--- src/rtl/dmem_arbiter.sv ---
// Single-port data memory controller shared by a core port (A) and a loader/debug port (B).
// Round-robin arbitration on conflict; sub-word stores are sequenced as read-modify-write.
module dmem_arbiter #(
    parameter int AW = 32,
    parameter int DW = 32
) (
    input  logic            clk,
    input  logic            rst_n,

    input  logic            a_req_valid,
    output logic            a_req_ready,
    input  logic            a_req_we,
    input  logic [DW/8-1:0] a_req_be,
    input  logic [AW-1:0]   a_req_addr,
    input  logic [DW-1:0]   a_req_wdata,
    output logic            a_rsp_valid,
    output logic [DW-1:0]   a_rsp_rdata,

    input  logic            b_req_valid,
    output logic            b_req_ready,
    input  logic            b_req_we,
    input  logic [DW/8-1:0] b_req_be,
    input  logic [AW-1:0]   b_req_addr,
    input  logic [DW-1:0]   b_req_wdata,
    output logic            b_rsp_valid,
    output logic [DW-1:0]   b_rsp_rdata,

    output logic            mem_memw,
    output logic [AW-1:0]   mem_address,
    output logic [DW-1:0]   mem_data_write,
    input  logic [DW-1:0]   mem_data_read
);

    localparam int BW = DW / 8;

    typedef enum logic {IDLE, MERGE} state_t;

    state_t          state_q, state_d;
    logic            lastGrantB_q, lastGrantB_d;
    logic [AW-1:0]   memAddr_q, memAddr_d;
    logic [DW-1:0]   memWdata_q, memWdata_d;
    logic            aRspValid_q, aRspValid_d;
    logic            bRspValid_q, bRspValid_d;
    logic [DW-1:0]   aRdata_q, aRdata_d;
    logic [DW-1:0]   bRdata_q, bRdata_d;
    logic [AW-1:0]   mergeAddr_q, mergeAddr_d;
    logic [DW-1:0]   mergeWdata_q, mergeWdata_d;
    logic [DW-1:0]   mergeRdata_q, mergeRdata_d;
    logic [BW-1:0]   mergeBe_q, mergeBe_d;
    logic            mergePortB_q, mergePortB_d;

    logic            grantA, grantB, grant;
    logic            selWe;
    logic [BW-1:0]   selBe;
    logic [AW-1:0]   selAddr;
    logic [DW-1:0]   selWdata;
    logic            isFullStore, isPartialStore;
    logic            inMerge;
    logic [DW-1:0]   mergeWord;

    // Grants are gated by rst_n so nothing reaches the memory while reset is held.
    always_comb begin
        grantA   = rst_n && (state_q == IDLE) && a_req_valid && (!b_req_valid || lastGrantB_q);
        grantB   = rst_n && (state_q == IDLE) && b_req_valid && (!a_req_valid || !lastGrantB_q);
        grant    = grantA || grantB;
        inMerge  = rst_n && (state_q == MERGE);
        selWe    = grantB ? b_req_we    : a_req_we;
        selBe    = grantB ? b_req_be    : a_req_be;
        selAddr  = grantB ? b_req_addr  : a_req_addr;
        selWdata = grantB ? b_req_wdata : a_req_wdata;
        isFullStore    = selWe && (selBe == {BW{1'b1}});
        isPartialStore = selWe && (selBe != '0) && !isFullStore;
    end

    always_comb begin
        mergeWord = mergeRdata_q;
        for (int i = 0; i < BW; i++) begin
            if (mergeBe_q[i]) begin
                mergeWord[8*i +: 8] = mergeWdata_q[8*i +: 8];
            end
        end
    end

    always_comb begin
        state_d      = state_q;
        lastGrantB_d = lastGrantB_q;
        memAddr_d    = memAddr_q;
        memWdata_d   = memWdata_q;
        aRdata_d     = aRdata_q;
        bRdata_d     = bRdata_q;
        mergeAddr_d  = mergeAddr_q;
        mergeWdata_d = mergeWdata_q;
        mergeRdata_d = mergeRdata_q;
        mergeBe_d    = mergeBe_q;
        mergePortB_d = mergePortB_q;
        aRspValid_d  = 1'b0;
        bRspValid_d  = 1'b0;
        mem_memw     = 1'b0;

        if (grant) begin
            lastGrantB_d = grantB;
            memAddr_d    = selAddr;
            if (isFullStore) begin
                mem_memw   = 1'b1;
                memWdata_d = selWdata;
            end
            if (isPartialStore) begin
                state_d      = MERGE;
                mergeAddr_d  = selAddr;
                mergeWdata_d = selWdata;
                mergeRdata_d = mem_data_read;
                mergeBe_d    = selBe;
                mergePortB_d = grantB;
            end else begin
                aRspValid_d = grantA;
                bRspValid_d = grantB;
            end
            if (!selWe && grantA) aRdata_d = mem_data_read;
            if (!selWe && grantB) bRdata_d = mem_data_read;
        end else if (inMerge) begin
            state_d     = IDLE;
            mem_memw    = 1'b1;
            memAddr_d   = mergeAddr_q;
            memWdata_d  = mergeWord;
            aRspValid_d = !mergePortB_q;
            bRspValid_d = mergePortB_q;
        end

        mem_address    = memAddr_d;
        mem_data_write = memWdata_d;
        a_req_ready    = grantA;
        b_req_ready    = grantB;
        a_rsp_valid    = aRspValid_q;
        b_rsp_valid    = bRspValid_q;
        a_rsp_rdata    = aRdata_q;
        b_rsp_rdata    = bRdata_q;
    end

    // Reset points last grant at B so that A wins the first conflict.
    always_ff @(posedge clk or negedge rst_n) begin
        if (!rst_n) begin
            state_q      <= IDLE;
            lastGrantB_q <= 1'b1;
            memAddr_q    <= '0;
            memWdata_q   <= '0;
            aRspValid_q  <= 1'b0;
            bRspValid_q  <= 1'b0;
            aRdata_q     <= '0;
            bRdata_q     <= '0;
            mergeAddr_q  <= '0;
            mergeWdata_q <= '0;
            mergeRdata_q <= '0;
            mergeBe_q    <= '0;
            mergePortB_q <= 1'b0;
        end else begin
            state_q      <= state_d;
            lastGrantB_q <= lastGrantB_d;
            memAddr_q    <= memAddr_d;
            memWdata_q   <= memWdata_d;
            aRspValid_q  <= aRspValid_d;
            bRspValid_q  <= bRspValid_d;
            aRdata_q     <= aRdata_d;
            bRdata_q     <= bRdata_d;
            mergeAddr_q  <= mergeAddr_d;
            mergeWdata_q <= mergeWdata_d;
            mergeRdata_q <= mergeRdata_d;
            mergeBe_q    <= mergeBe_d;
            mergePortB_q <= mergePortB_d;
        end
    end

endmodule

--- config.mk ---
export PLATFORM = sky130hd
export DESIGN_NAME = dmem_arbiter
export DESIGN_NICKNAME = d
export VERILOG_FILES = /design/src/rtl/dmem_arbiter.sv
export SDC_FILE = /design/constraint.sdc
export NUM_CORES = 1
export LEC_CHECK = 0
export BUFFER_PORTS_ARGS = -buffer_cell sky130_fd_sc_hd__buf_2
export CAP_MARGIN = 10
export CORE_AREA = 2 2 140 176
export CTS_BUF_LIST = sky130_fd_sc_hd__clkbuf_4 sky130_fd_sc_hd__clkbuf_8
export DETAILED_ROUTE_END_ITERATION = 12
export DIE_AREA = 0 0 142 178
export PLACE_DENSITY = 0.83
export SYNTH_ARGS = -nofsm -noshare
export SYNTH_HDL_FRONTEND = slang
export SYNTH_SLANG_ARGS = --single-unit
export TNS_END_PERCENT = 20
--- constraint.sdc ---
create_clock -name clk -period 2.3 [get_ports clk]
set_clock_uncertainty 0.15 [all_clocks]
set_input_delay 0.46 -clock clk [delete_from_list [all_inputs] [get_ports clk]]
set_output_delay 0.46 -clock clk [all_outputs]
set_load 0.02 [all_outputs]
=== After elaboration in Yosys (flattened, before gate mapping) ===
Index checks and enable logic that the tools add are counted.

* Flip-flop bits (word level): 233
* Output and inout port bits: 133

* Equality and inequality tests: 2
* Mux-type cells: 25
* Bitwise logic cells: 1
* Reduce and logical (&&, ||, !) cells: 26

{| class="wikitable"
|+ Operator list
! kind !! count
|-
| two-way mux 32 bit || 7
|-
| two-way mux 8 bit || 4
|-
| two-way mux 1 bit || 13
|-
| logical AND 1 bit || 11
|-
| AND reduction 2 bit || 4
|-
| zero test 1 bit || 6
|-
| == test 4 bit, second input constant || 1
|-
| two-way mux 4 bit || 1
|-
| nonzero test 4 bit || 1
|-
| logical OR 1 bit || 3
|-
| inequality test 2 x 1 -> 1 bit, second input constant || 1
|-
| nonzero test 2 bit || 1
|-
| NOT 1 bit || 1
|}

=== Logic depth before layout (Yosys ltp) ===
* Depth in word-level cells: 11
* Gate-level depth with buffers: 8
* Mapped depth without buffers: 5

=== Least setup slack after synthesis ===
Ideal clock, no wire load.

* Path type: reg2out
* From: register state_q
* To: output mem_data_write[10]
* Arrival: 2.186 ns
* Required time: 1.690 ns
* Path slack: -0.496 ns
* Cell stages (with the launch flop): 6
* Path buffers: 1
* Cells stage by stage: dfrtp_1 -> nand3b_1 -> nor4_1 -> clkbuf_1 -> nor4_1 -> a221oi_1

* Cells in the longest elaborated chain, start to end: 9
* Elaborated cells on any way between the ends: 16

{| class="wikitable"
|+ Ends and longest elaborated chain
! element !! line !! text
|-
| from (decl) || 38 || <nowiki>state_t state_q, state_d;</nowiki>
|-
| from (signal assigned) || 156 || <nowiki>state_q <= state_d;</nowiki>
|-
| NOT 1 bit || 63, 64 ||
|-
| logical AND 1 bit || 63, 64 ||
|-
| logical AND 1 bit (2 in a row) || 64 || <nowiki>grantB = rst_n && (state_q == IDLE) && b_req_valid && (!a_req_valid || !lastGrantB_q);</nowiki>
|-
| two-way mux 4 bit || 68 || <nowiki>selBe = grantB ? b_req_be : a_req_be;</nowiki>
|-
| == test 4 bit || 71 || <nowiki>isFullStore = selWe && (selBe == {BW{1'b1}});</nowiki>
|-
| logical AND 1 bit || 71 ||
|-
| two-way mux 32 bit || 103 || <nowiki>if (isFullStore) begin</nowiki>
|-
| two-way mux 32 bit (*) || 100 || <nowiki>if (grant) begin</nowiki>
|-
| to (decl) || 30 || <nowiki>output logic [DW-1:0] mem_data_write,</nowiki>
|}

Mark *: on every way between the ends. The rest lies on a longest branch, timed or not.

=== Worst setup path in the final report ===
* From: register state_q
* To: output mem_data_write[2]

The elaborated chain is that of the path after synthesis.

==> results.sh <==
export IMPL_outcome="complete, but fails checks"
export IMPL_violations="setup timing"
export IMPL_tns_ns=-48.81
export IMPL_cp_start_kind="register"
export IMPL_peakVddDrop_mv=0.7074
export IMPL_drt_initial_drc_count=273
export IMPL_area_delta_synth_final_pct=49.03
export IMPL_syn_nets=992
export IMPL_hold_violations=0
export IMPL_synth_area_leader_cell="dfrtp_1"
export IMPL_portBuffers=306
export IMPL_syn_avg_cell_area_um2=12.72
export IMPL_chipHeight_um=178
export IMPL_yosys_top_cells_count="dfrtp_1 (232), mux2i_1 (160), mux2_2 (82)"
export IMPL_maxCapViolCount=0
export IMPL_cts_buffer_depth=3
export IMPL_core_area_um2=23570
export IMPL_crit_family="compound AO/OA/AOI/OAI gates"
export IMPL_die_x_um=142
export IMPL_yosysSeqAreaShare=0.5604
export IMPL_finalWirelength_um=29990
export IMPL_start_util=0.4416
export IMPL_crit_path_top_delay_cell="dfrtp_1"
export IMPL_rows=63
export IMPL_pin_count=307
export IMPL_synth_ff_latch_count=233
export IMPL_cp_cell_sequence="nand3b_1 > buf_4 > a21o_4 > buf_12 > mux2i_2 > a221oi_4 > buf_6"
export IMPL_tightest_slew_ns=0.9908
export IMPL_grt_max_degree=156
export IMPL_critPathBufInv=3
export IMPL_synthFlopType="dfrtp_1"
export IMPL_yosysMostFrequentCell="dfrtp_1"
export IMPL_power_total_mw=18.19
export IMPL_finalCriticalPeriod_ns=3.085
export IMPL_dp_hpwl_um=20500
export IMPL_grt_first_pass_wirelength_um=46170
export IMPL_r2r_end="mergeRdata_q[16]$_DFFE_PN0P_"
export IMPL_final_cells=1551
export IMPL_hold_path_class="in2async"
export IMPL_cts_sinks=233
export IMPL_synthCells=818
export IMPL_p_leak_nw=7.261
export IMPL_final_util=0.6581
export IMPL_placed_area_um2=13830
export IMPL_rsz0062_at_grt="true"
export IMPL_drtPass1Iterations=5
export IMPL_slew_viol_final=0
export IMPL_track_usage=0.2318
export IMPL_globalplace_congestion=0.7825
export IMPL_worstPathArrival_ns=2.47
export IMPL_root_buffer="clkbuf_8"
export IMPL_regToRegSetupSlack_ns=-0.08
export IMPL_drcViolationCount=0
export IMPL_drive_gt1_frac=0.5731
export IMPL_crit_required_ns=1.69
export IMPL_critPathKind="reg2out"
export IMPL_post_route_period_util=1.341
export IMPL_numCtsBuffers=38
export IMPL_nNetsFinal=1405
export IMPL_wl_per_cell_um=19.33
export IMPL_detail_route_antenna_nets=0
export IMPL_synth_cell_area_um2=10410
export IMPL_async_flop_share=1.000
export IMPL_first_global_vias=8711
export IMPL_yosysTopAreaCellShare=0.5578
export IMPL_cp_max_fo=21
export IMPL_clk_latency_ns=0.52
export IMPL_relSlewSlack=0.3395
export IMPL_p_per_area_nw_per_um2=1173
export IMPL_fp_dieArea_um2=25280
export IMPL_worstRegToRegCells=7
export IMPL_setup_violations=110
export IMPL_routed_via_density=5.259
export IMPL_nFillCells=1630
export IMPL_fin_ws_ns=-0.7849
export IMPL_r2r_start="state_q$_DFFE_PN0P_"
export IMPL_dp_cells=1466
export IMPL_crit_path_max_incr_delay_ns=0.38
export IMPL_end_kind="output pin"
export IMPL_synth_edf_count=0
export IMPL_vias=8156
export IMPL_ys_types=34
export IMPL_final_area_um2=15510
export IMPL_ys_top_cells_by_area="dfrtp_1 (56%), mux2i_1 (15%), mux2_2 (8.9%)"
export IMPL_antenna_found_initial=1
export IMPL_h_tree_depth=2
export IMPL_synth_warnings=0
export IMPL_fmax_mhz=324.2
export IMPL_path_clk_slew_ns=0.07
export IMPL_overflow=0
export IMPL_cts_tree="built"
[power breakdown]
part	leakage (nW)	internal, mW	switching (mW)
clock	0.448	2.34	1.63
combinational	4.12	3.65	3.93
sequential	2.69	5.77	0.876
total	7.26	11.8	6.44
[registers in the layout, summed over array words and instances, names as in the netlist]
name,cells
mergeBe_q,4
b_rsp_rdata,32
mergePortB_q,1
memWdata_q,32
a_rsp_valid,1
lastGrantB_q,1
a_rsp_rdata,32
mergeWdata_q,32
b_rsp_valid,1
memAddr_q,32
state_q,1
mergeRdata_q,32
mergeAddr_q,32
[layout by cell type, fill, tap and decap left out, types with 2 or more instances in the layout]
master	instances
buf_2	246
dfrtp_1	232
buf_4	117
mux2i_1	114
mux2_2	75
inv_1	69
clkbuf_8	49
buf_6	42
mux2i_2	40
nor2_1	33
a211oi_1	32
nor4_1	32
a21oi_2	30
a221oi_4	30
buf_12	25
mux2_4	21
clkbuf_4	13
mux2_1	8
mux2i_4	6
nand2_1	3
nand3b_1	2
nor2_4	2
a21oi_4	2
nand4_1	2
a221oi_2	2
or4_1	2
o21ai_0	2
clkinv_2	2
bufinv_16	2
buf_8	2
[kinds of logic after synthesis]
family | Yosys count | synth area share
mux | 264 | 0.2715
flops | 233 | 0.5604
buf+inv | 131 | 0.05242
compound gates | 104 | 0.07273
simple gates | 86 | 0.04304
[worst max-delay path by stage]
stage	from	end	slack, ns	cells after the start
floorplan	rst_n	mem_data_write[25]	-0.01	5
global placement	a_req_valid	mem_data_write[31]	-0.40	8
detailed placement	a_req_valid	mem_data_write[19]	-0.39	8
CTS	state_q$_DFFE_PN0P_	mem_data_write[20]	-0.80	7
global route	state_q$_DFFE_PN0P_	mem_data_write[2]	-0.90	7
finish	state_q$_DFFE_PN0P_	mem_data_write[2]	-0.78	7
[through the flow]
step	setup slack [ns]	hold WS (ns)
floorplan	-0.01185	0.01441
global placement	-0.3966	0.3135
detailed placement	-0.3947	0.3236
CTS	-0.7957	0.006275
global route	-0.8969	0.02143
finish	-0.7849	0.04527
[layout make-up]
class | count | area (µm²) | share of cell area
Inverter | 69 | 259.0 | 0.01670
Clock inverter | 5 | 77.57 | 0.005002
Tap cell | 292 | 365.4 | 0.02356
Timing Repair Buffer | 435 | 3176 | 0.2047
Clock buffer | 62 | 772.0 | 0.04977
Multi-Input combinational cell | 454 | 5026 | 0.3241
Antenna cell | 1 | 2.502 | 0.0001613
Sequential cell | 233 | 5832 | 0.3760
[tightest hold or removal path, stage by stage]
cell and delay, ns:
buf_8 0.07, buf_4 0.14, buf_12 0.57
[what timing repair did]
item / 4_1_cts / 5_1_grt
hold endpoints to repair: 1 / 0
pin swaps: 12 / 23
buffers inserted: 5 / 9
endpoints found under the setup margin: 68 / 150
gates cloned: 1 / 1
resized for setup: 109 / 69
hold buffers: 1 / 0
[metal layers]
layer / global-route usage / routed length (µm) / vias to the layer above / part of all wire
li1: - / - / 3767 / -
met2: 0.4189 / 15700 / 257 / 0.52
met3: 0.04107 / 1557 / 46 / 0.052
met5: 0 / 0 / - / 0
met4: 0.07083 / 745 / 0 / 0.025
met1: 0.2816 / 11990 / 4086 / 0.40
Note: power is estimated with default switching activity, not from simulation.
